File: config.mk
export PLATFORM = sky130hd
export DESIGN_NAME = adc_capture_sched
export DESIGN_NICKNAME = d
export VERILOG_FILES = /design/src/rtl/adc_capture_sched.sv
export SDC_FILE = /design/constraint.sdc
export NUM_CORES = 1
export LEC_CHECK = 0
export CAP_MARGIN = 10
export CORE_ASPECT_RATIO = 0.75
export CORE_MARGIN = 4
export CORE_UTILIZATION = 35
export CTS_CLUSTER_SIZE = 14
export DETAILED_ROUTE_END_ITERATION = 6
export GPL_TIMING_DRIVEN = 1
export PLACE_DENSITY_LB_ADDON = 0.3
export SKIP_LAST_GASP = 1
export SLEW_MARGIN = 20
export SYNTH_ARGS = -nofsm -noshare
export SYNTH_HDL_FRONTEND = slang
export SYNTH_SLANG_ARGS = --single-unit
File: constraint.sdc
create_clock -name clk_i -period 1.95 [get_ports clk_i]
set_input_delay 0.39 -clock clk_i [delete_from_list [all_inputs] [get_ports clk_i]]
set_output_delay 0.39 -clock clk_i [all_outputs]
set_load 0.01 [all_outputs]
File: src/rtl/adc_capture_sched.sv
// adc_capture_sched: N-channel ADC conversion scheduler.
// One start strobe enables every ADC front-end; each channel is captured
// independently, negative codes are clamped to zero, and a single
// end-of-conversion strobe closes the round. A round that does not finish
// within TIMEOUT_CYCLES is aborted and the missing channels are flagged.
// Also counts ignored start requests and measures completed rounds per
// RATE_WINDOW cycles.
// Optional build macro: ADC_CAPTURE_IIR_EN adds a first-order IIR filter
// per channel on sample_o (y <= y + ((x - y) >>> 2)).
module adc_capture_sched #(
    parameter int N_CH           = 2,
    parameter int DATA_W         = 16,
    parameter int OUT_W          = 12,
    parameter int TIMEOUT_CYCLES = 65535,
    parameter int RATE_WINDOW    = 27000000
) (
    input  logic                   clk_i,
    input  logic                   rst_ni,
    input  logic                   start_i,
    input  logic [N_CH-1:0]        adc_ready_i,
    input  logic [N_CH*DATA_W-1:0] adc_data_i,
    output logic [N_CH-1:0]        adc_enable_o,
    output logic [N_CH*OUT_W-1:0]  sample_o,
    output logic                   eoc_o,
    output logic                   timeout_o,
    output logic [N_CH-1:0]        err_o,
    output logic                   busy_o,
    output logic [7:0]             overrun_o,
    output logic [15:0]            rate_o
);

    localparam int TMR_W = $clog2(TIMEOUT_CYCLES + 1);
    localparam int WIN_W = $clog2(RATE_WINDOW + 1);

    typedef enum logic [1:0] {
        IDLE,
        ARM,
        CAPTURE,
        DONE
    } state_t;

    state_t                  state;
    logic [TMR_W-1:0]        timer;
    logic [N_CH-1:0]         done;
    logic [N_CH-1:0]         cap;
    logic [N_CH*OUT_W-1:0]   clamped;
    logic                    tmo_hit;
    logic [WIN_W-1:0]        win_cnt;
    logic [15:0]             round_cnt;
    logic [15:0]             round_next;
    logic                    unused_raw_lsbs;

    // Per-channel clamp of the raw word and capture qualification
    always_comb begin
        clamped = '0;
        cap     = '0;
        for (int unsigned k = 0; k < N_CH; k++) begin
            if (adc_data_i[k*DATA_W + DATA_W - 1])
                clamped[k*OUT_W +: OUT_W] = '0;
            else
                clamped[k*OUT_W +: OUT_W] = adc_data_i[k*DATA_W + DATA_W - 2 -: OUT_W];
            cap[k] = (state == CAPTURE) && adc_ready_i[k] && !done[k];
        end
    end

    // Raw bits below the output slice are dropped by truncation
    always_comb unused_raw_lsbs = ^adc_data_i;

    // Timeout fires on the last permitted ARM/CAPTURE cycle
    always_comb tmo_hit = (timer == TMR_W'(TIMEOUT_CYCLES - 1));

    // Round sequencing: arm, capture, end-of-conversion or abort
    always_ff @(posedge clk_i or negedge rst_ni) begin
        if (!rst_ni) begin
            state        <= IDLE;
            timer        <= '0;
            done         <= '0;
            adc_enable_o <= '0;
            err_o        <= '0;
            eoc_o        <= 1'b0;
            timeout_o    <= 1'b0;
            busy_o       <= 1'b0;
        end else begin
            eoc_o     <= 1'b0;
            timeout_o <= 1'b0;
            case (state)
                IDLE: begin
                    if (start_i) begin
                        state        <= ARM;
                        adc_enable_o <= '1;
                        busy_o       <= 1'b1;
                        timer        <= '0;
                        done         <= '0;
                        err_o        <= '0;
                    end
                end
                ARM: begin
                    timer <= timer + 1'b1;
                    if (tmo_hit) begin
                        state        <= IDLE;
                        adc_enable_o <= '0;
                        err_o        <= ~done;
                        eoc_o        <= 1'b1;
                        timeout_o    <= 1'b1;
                        busy_o       <= 1'b0;
                    end else if (adc_ready_i == '0) begin
                        state <= CAPTURE;
                    end
                end
                CAPTURE: begin
                    timer        <= timer + 1'b1;
                    done         <= done | cap;
                    adc_enable_o <= adc_enable_o & ~cap;
                    // A round already complete in this cycle ends normally
                    // even when the timer reaches its limit at the same time.
                    if (&done) begin
                        state <= DONE;
                        eoc_o <= 1'b1;
                    end else if (tmo_hit) begin
                        state        <= IDLE;
                        adc_enable_o <= '0;
                        err_o        <= ~(done | cap);
                        eoc_o        <= 1'b1;
                        timeout_o    <= 1'b1;
                        busy_o       <= 1'b0;
                    end
                end
                DONE: begin
                    state  <= IDLE;
                    busy_o <= 1'b0;
                end
                default: state <= IDLE;
            endcase
        end
    end

`ifdef ADC_CAPTURE_IIR_EN
    logic [N_CH-1:0] primed;

    function automatic logic [OUT_W-1:0] iir_step(input logic [OUT_W-1:0] y,
                                                  input logic [OUT_W-1:0] x);
        logic signed [OUT_W+1:0] ys;
        logic signed [OUT_W+1:0] xs;
        logic signed [OUT_W+1:0] acc;
        ys  = $signed({2'b00, y});
        xs  = $signed({2'b00, x});
        acc = ys + ((xs - ys) >>> 2);
        if (acc < 0)
            return '0;
        else if (acc > $signed({2'b00, {OUT_W{1'b1}}}))
            return '1;
        else
            return acc[OUT_W-1:0];
    endfunction

    // Filtered sample update; first capture after reset seeds the filter
    always_ff @(posedge clk_i or negedge rst_ni) begin
        if (!rst_ni) begin
            sample_o <= '0;
            primed   <= '0;
        end else begin
            for (int unsigned k = 0; k < N_CH; k++) begin
                if (cap[k]) begin
                    primed[k] <= 1'b1;
                    if (primed[k])
                        sample_o[k*OUT_W +: OUT_W] <= iir_step(sample_o[k*OUT_W +: OUT_W],
                                                               clamped[k*OUT_W +: OUT_W]);
                    else
                        sample_o[k*OUT_W +: OUT_W] <= clamped[k*OUT_W +: OUT_W];
                end
            end
        end
    end
`else
    // Raw clamped sample capture; missed channels keep their last value
    always_ff @(posedge clk_i or negedge rst_ni) begin
        if (!rst_ni) begin
            sample_o <= '0;
        end else begin
            for (int unsigned k = 0; k < N_CH; k++) begin
                if (cap[k])
                    sample_o[k*OUT_W +: OUT_W] <= clamped[k*OUT_W +: OUT_W];
            end
        end
    end
`endif

    // Saturating count of start requests arriving outside IDLE
    always_ff @(posedge clk_i or negedge rst_ni) begin
        if (!rst_ni)
            overrun_o <= '0;
        else if (start_i && (state != IDLE) && (overrun_o != 8'hFF))
            overrun_o <= overrun_o + 8'd1;
    end

    // Completed (non-aborted) rounds including the current cycle's strobe
    always_comb begin
        round_next = round_cnt;
        if (eoc_o && !timeout_o && (round_cnt != 16'hFFFF))
            round_next = round_cnt + 16'd1;
    end

    // Free-running rate window; publishes the round count at window end
    always_ff @(posedge clk_i or negedge rst_ni) begin
        if (!rst_ni) begin
            win_cnt   <= '0;
            round_cnt <= '0;
            rate_o    <= '0;
        end else if (win_cnt == WIN_W'(RATE_WINDOW - 1)) begin
            win_cnt   <= '0;
            round_cnt <= '0;
            rate_o    <= round_next;
        end else begin
            win_cnt   <= win_cnt + 1'b1;
            round_cnt <= round_next;
        end
    end

endmodule

==> metrics.md, run 1 <==
| Metric | Value |
|---|---|
| Synthesized instance count | 557 |
| # H-tree levels | 4 |
| Synth Register Bits | around 120 |
| Synth top area share | between 50 and 60% |
| Status | finished, violations left |
| Critical Path Fanout Max | 6 |
| Layout Cells excl Fill | roughly 900 |
| Crit-path max cell delay | 0.38 ns |
| Clock root cell | clkbuf_16 |
| Drt via density | approximately 4.9 |
| Die height | 116 microns |
| Die W | 152 microns |
| Final hold vios | 0 |
| Most frequent cell after synthesis | dfrtp_1 |
| Max Slew Vio Count | 0 |
| Layout cell share with drive strength beyond 1 | a little under a fifth |
| Maximum clock frequency | 511 MHz |
| GRT Util Overall | 15.8% |
| Worst Skew | ~0.0085 ns |
| Worst-Margin Slew | 0.447 ns |
| Initial antenna violation count | 0 |
| Internal | approximately 0.0062 W |
| Count of flip-flops with a built-in enable after synthesis | 0 |
| Max VDD drop | 0.000696 V |
| Dominant synthesized flop cell | dfrtp_1 |
| Dominant cells by area after synthesis | dfrtp_1 (54%), nor2_1 (4.9%), o21ai_0 (4.5%), nand2_1 (4.4%), xnor2_1 (3.9%) |
| Clk network pwr share | 35.8% |
| Clock buffer count from CTS | 17 |
| CP endpoint kind | register |
| # placed instances | between 800 and 900 |
| Post-synthesis sequential area ratio | a little over half |
| Final setup fails | 1 |
| Bufs on Longest Clock Path | 2 |
| Highest-delay cell along the critical path | or3b_4 |
| Worst Slack Setup Final | -0.00803 ns |
| Synth Cell Area | 5410 sq um |
| Design Power | about 0.0088 W |
| Levels on crit path | 7 |
| Max Cap Violations | 0 |
| Routed len/inst | about 14 microns |
| Top cells by count, synth | dfrtp_1 (116), nor2_1 (70), nand2_1 (64), o21ai_0 (49) |
| CP bufs+invs | 1 |
| Vias in the first global route | about 4,600 |
| Synth cell types | 51 |
| Reg2Reg Depth | 7 |
| Leading area contributor after synthesis | dfrtp_1 |
| Filler cells | between 1,000 and 1,500 |
| Critical path class | register to register |
| Unrepaired setup endpoints after global routing | yes |
| HP Class | input pin to async pin |
| Number of DRC markers in iteration 0 | between 300 and 400 |
| Ys async rst share | 100% |
| Pwr Density | 1140 nW/um^2 |
| Area grow syn2layout | 43.0% |
| Final worst path period share | 100% |
| CP Launch Point | state[0] |
| Clk Latency, worst-skew pair | 0.41 ns |
| Switch Pwr | 0.00262 W |
| Hold slack final | 0.439 ns |
| Synth Area per Inst | roughly 9.7 sq um |
| Layout Nets | roughly 750 |
| Total grt overflow | 0 |
| Via count | 4,500 |
| Rel. slew slack | 70.0% |
| CP Data Required Time | 2.29 ns |
| Post-layout util | slightly above 50% |
| CTS tree | done |
| Combinational fraction of design power | 28.6% |
| Startpoint types | register |
| P_leak | approximately 3.4 nW |
| Ys Warns | 0 |
| Failing checks | setup timing |
| Multi-input logic area | about 2500 sq um |
| R2R Path Start | state[0] |
| Clock-pin slew on the worst setup and hold paths | 0.06 ns |
| CP arrival | 2.30 ns |
| Synthesized net count | roughly 600 |
| Port bufs | between 80 and 90 |
| Starting density of the core | approximately 36% |
| Antenna Cells | 0 |
| DIE AREA | ~18,000 sq um |
| CP Cell Sequence | inv_2, ha_4, mux2i_4, or3b_4, or2_4, or3_4, a21oi_2 |
| CP Capture Point | timer[11] |
| Post-route DRC violation count | 0 |
| First-pass GRT wire length | 22.1 mm |
| Switching Share | roughly 30% |
| Top cell family by delay on the critical path | simple AND/OR/NAND/NOR gates |
| DRT Wirelength | 13.2 mm |
| Pin count of the biggest net entering global routing | 29 |
| DRT Pass-1 Iters | 4 |
| Area taken by flip-flops and latches | 2900 sq um |
| GPL Wtd Cong | 0.832 |
| CORE AREA | 15,200 sq um |
| Final Critical Period | approximately 2.0 ns |
| Post-DP HPWL | roughly 9.3 mm |
| Ports | 92 |
| FP Rows | 39 |
| Antenna-violating nets left | 0 |
| TritonCTS Sinks | roughly 120 |
| R2r setup slk | -0.008 ns |
| R2r endpoint | timer[11] |
| Seq pwr share | 35.6% |
## layout by cell type, fill, tap and decap left out, drive strengths merged, types with 21 or more instances in the layout
cell	count
nand2	64
clkdlybuf4s50	84
nand2b	26
o21ai	49
xnor2	24
a21oi	21
dfrtp	116
nor2	70
nand3	26
nand4	22
buf	59
## how the worst min path moves through the flow
stage,slack (ns),endpoint,cells after the start
global route,0.47,rate_o[12],2
floorplan,0.09,adc_enable_o[0],0
detailed placement,0.34,rate_o[13],1
global placement,0.34,rate_o[13],1
finish,0.44,rate_o[13],2
CTS,0.45,rate_o[13],2
## repair_timing
item / CTS / global route
hold buffers: 1 / 0
gates resized for setup: 8 / 26
endpoints found under the setup margin: 35 / 59
hold endpoints to repair: 23 / 0
gates cloned: 1 / 2
setup buffers: 4 / 5
pin swaps: 8 / 7
## through the flow
stage,area (sq um),TNS [ns],setup slack [ns]
after global routing,7740,-2.01,-0.0711
after global placement,6880,-1.18,-0.241
after detailed placement,6880,-2.66,-0.301
after CTS,7580,-0.0177,-0.00658
after floorplan,5440,0,0.00344
final,7740,-0.00803,-0.00803
## power groups by stage
stage / Combinational [W] / Clock, W / Sequential, W
6_report: 0.00253 / 0.00316 / 0.00315
5_1_grt: 0.00279 / 0.00333 / 0.00322
4_1_cts: 0.00254 / 0.00323 / 0.00315
3_5_place_dp: 0.00249 / 0 / 0.00318
3_3_place_gp: 0.00245 / 0 / 0.00317
2_1_floorplan: 0.00102 / 0 / 0.00332
## final cells by class
cell class,instances,area share (%)
clock buffers,17,5.49
multi-input cells,409,32.6
repair buffers,146,18.1
inverters,14,0.679
flip-flops and latches,116,37.5
clock inverters,15,2.36
well taps,205,3.31
## logic make-up after synthesis
| logic type | share of synthesized area [%] |
|---|---|
| AO/OA/AOI/OAI | 9.48 |
| XOR/XNOR | 6.96 |
| adder cells (fa/ha/maj) | 1.85 |
| buffers and inverters | 2.36 |
| flip-flops | 53.6 |
| multiplexers | 1.57 |
| AND/OR/NAND/NOR | 24.2 |
## worst reg2reg max path, stage by stage (launching register included)
cell and delay (ns):
dfrtp_1 0.37, inv_2 0.06, ha_4 0.17, mux2i_4 0.18
or3b_4 0.39, or2_4 0.26, or3_4 0.33, a21oi_2 0.13
## registers in the layout (all words and copies together), names as in the netlist, 2 cells and up
signal and flops:
adc_enable_o 2, timer 16, round_cnt 16, err_o 2, win_cnt 25, overrun_o 8
state 2, sample_o 24, rate_o 16, done 2
## metal layers
layer | part of all wire, % | global-route usage, % | vias up | routed length (microns)
li1 | - | - | 2224 | -
met1 | 48 | 21.0 | 2161 | 6310
met2 | 46 | 25.0 | 98 | 6050
met3 | 4.7 | 4.18 | 17 | 625
met4 | 1.5 | 6.10 | 0 | 194
met5 | 0 | 0 | - | 0
Note: power is estimated with default switching activity, not from simulation.
==> run 2, diff against run 1 <==
CORE_MARGIN = default   (was 4)
==> metrics.md, run 2 (synthesis results as in run 1) <==
| Metric | Value |
|---|---|
| Worst Skew | between 0.009 and 0.01 ns |
| Failing checks | setup timing |
| DRT Wirelength | around 13 mm |
| Startpoint types | register |
| Post-route DRC violation count | 0 |
| Commonest non-fill, non-tap cells in the layout | dfrtp_1 (116), clkdlybuf4s50_1 (84), nand2_1 (64) |
| Ports | between 90 and 100 |
| Layout cell share with drive strength beyond 1 | between 10% and 20% |
| Sum Neg Setup Slack | -0.888 ns |
| Starting density of the core | a little over a third |
| Clk Latency, worst-skew pair | about 0.41 ns |
| Clock root cell | clkbuf_16 |
| Die W | around 150 microns |
| Switching Share | between 20 and 30% |
| Max reg flops | 25 |
| Pwr Density | ~1200 nW/um^2 |
| Top flop regs | win_cnt (25), sample_o (24) |
| Met3 wire length | 499 microns |
| Switch Pwr | approximately 0.0026 W |
| Critical Path Fanout Max | 5 |
| Clk network pwr share | a little under two fifths |
| TritonCTS Sinks | between 100 and 150 |
| Layout Nets | between 700 and 800 |
| GRT Util Overall | between 10% and 20% |
| Most common cell after layout, fill and taps aside | dfrtp_1 |
| Worst-Margin Slew | approximately 0.45 ns |
| R2r setup slk | -0.05 ns |
| # H-tree levels | 4 |
| DIE AREA | around 16,000 sq um |
| Clock buffer count from CTS | 17 |
| CP arrival | roughly 2.3 ns |
| Critical path class | register to register |
| Routed len/inst | 14.2 microns |
| Port bufs | 85 |
| Max Slew Vio Count | 0 |
| Post-DP HPWL | ~8.9 mm |
| Unrepaired setup endpoints after global routing | yes |
| Worst Slack Setup Final | -0.0520 ns |
| Max Cap Violations | 0 |
| First-pass GRT wire length | ~22 mm |
| Filler cells | roughly 1,300 |
| P_leak | between 3 and 4 nW |
| Final Critical Period | around 2.0 ns |
| Antenna Cells | 0 |
| Met1 Routed Length | 6.32 mm |
| Final hold vios | 0 |
| CORE AREA | 14,800 sq um |
| Maximum clock frequency | between 400 and 500 MHz |
| CTS tree | done |
| CP endpoint kind | register |
| Max layer used | met4 |
| Drt via density | 5.01 |
| R2R Path Start | win_cnt[21] |
| Biggest register | win_cnt |
| Design Power | 0.00909 W |
| Number of DRC markers in iteration 0 | between 200 and 300 |
| Rel. slew slack | between 60% and 70% |
| Bufs on Longest Clock Path | 2 |
| Final worst path period share | 103% |
| Clock-pin slew on the worst setup and hold paths | 0.06 ns |
| R2r endpoint | rate_o[7] |
| HP Class | input pin to async pin |
| Total grt overflow | 0 |
| Design Area, Final | between 7000 and 8000 sq um |
| FP Rows | 38 |
| DRT Pass-1 Iters | 4 |
| Reg2Reg Depth | 6 |
| Seq pwr share | approximately a third |
| Max VDD drop | a little under 0.0009 V |
| Initial antenna violation count | 0 |
| Combinational fraction of design power | a little over a quarter |
| Cell Area, Placed | about 7000 sq um |
| GPL Wtd Cong | about 0.84 |
| Internal | ~0.0065 W |
| Via count | roughly 4,600 |
| Met2 Wirelength | about 6 mm |
| Antenna-violating nets left | 0 |
| CP Data Required Time | ~2.3 ns |
| Vias in the first global route | approximately 4,400 |
| Final setup fails | 42 |
| Status | finished, violations left |
| Pin count of the biggest net entering global routing | 30 |
| Die height | 110 microns |
| Area grow syn2layout | 42.6% |
-- run 2: layout make-up --
class / count / area [sq um] / share of cell area, %
clock buffers: 17 / 425 / 5.51
clock inverters: 15 / 229 / 2.97
inverters: 14 / 52.6 / 0.681
multi-input cells: 409 / 2510 / 32.5
flip-flops and latches: 116 / 2900 / 37.6
well taps: 200 / 250 / 3.24
repair buffers: 140 / 1350 / 17.5
-- run 2: how the worst max path moves through the flow --
stage,from,endpoint,cells past startpoint
2_1_floorplan,state[0],timer[11],7
4_1_cts,state[1],timer[7],7
3_5_place_dp,start_i,timer[9],6
3_3_place_gp,start_i,timer[9],6
6_report,win_cnt[21],rate_o[7],6
5_1_grt,win_cnt[21],rate_o[11],6
-- run 2: worst max-delay path: stages, from the launching register on --
cell and delay (ns):
dfrtp_1 0.38, or4b_4 0.56, nor4_4 0.33, and3_4 0.34, clkbuf_16 0.19, nor2_4 0.03
a21oi_2 0.09
-- run 2: timing repair --
item                                   in CTS  in global routing
pin swaps                                   6                  5
gates resized for setup                     6                 25
gates cloned                                1                  2
endpoints found under the hold margin      16                  0
setup buffers                               3                  6
hold buffers                                1                  0
setup endpoints to repair                  13                 59
-- run 2: power groups by stage --
stage	Clock, W	Sequential, W	Combinational [W]
after global routing	0.00360	0.00323	0.00271
after floorplan	0	0.00332	0.00102
after CTS	0.00348	0.00317	0.00249
final	0.00344	0.00317	0.00248
after detailed placement	0	0.00320	0.00246
after global placement	0	0.00318	0.00240
-- run 2: stage by stage --
| stage | hold slack [ns] | worst slack, ns | utilization (%) | instances |
|---|---|---|---|---|
| after floorplan | 0.0944 | 0.00344 | - | 557 |
| after global placement | 0.293 | -0.237 | 46.0 | 866 |
| after detailed placement | 0.294 | -0.259 | 46.0 | 866 |
| after CTS | 0.409 | -0.0151 | 50.9 | 903 |
| after global routing | 0.432 | -0.133 | 52.2 | 911 |
| final | 0.406 | -0.0520 | 52.2 | 911 |
-- run 2: layer usage --
metal	up-vias	global-route usage (%)
met1	2230	23.7
met5	-	0
li1	2215	-
met4	0	6.24
met2	102	27.2
met3	14	3.73
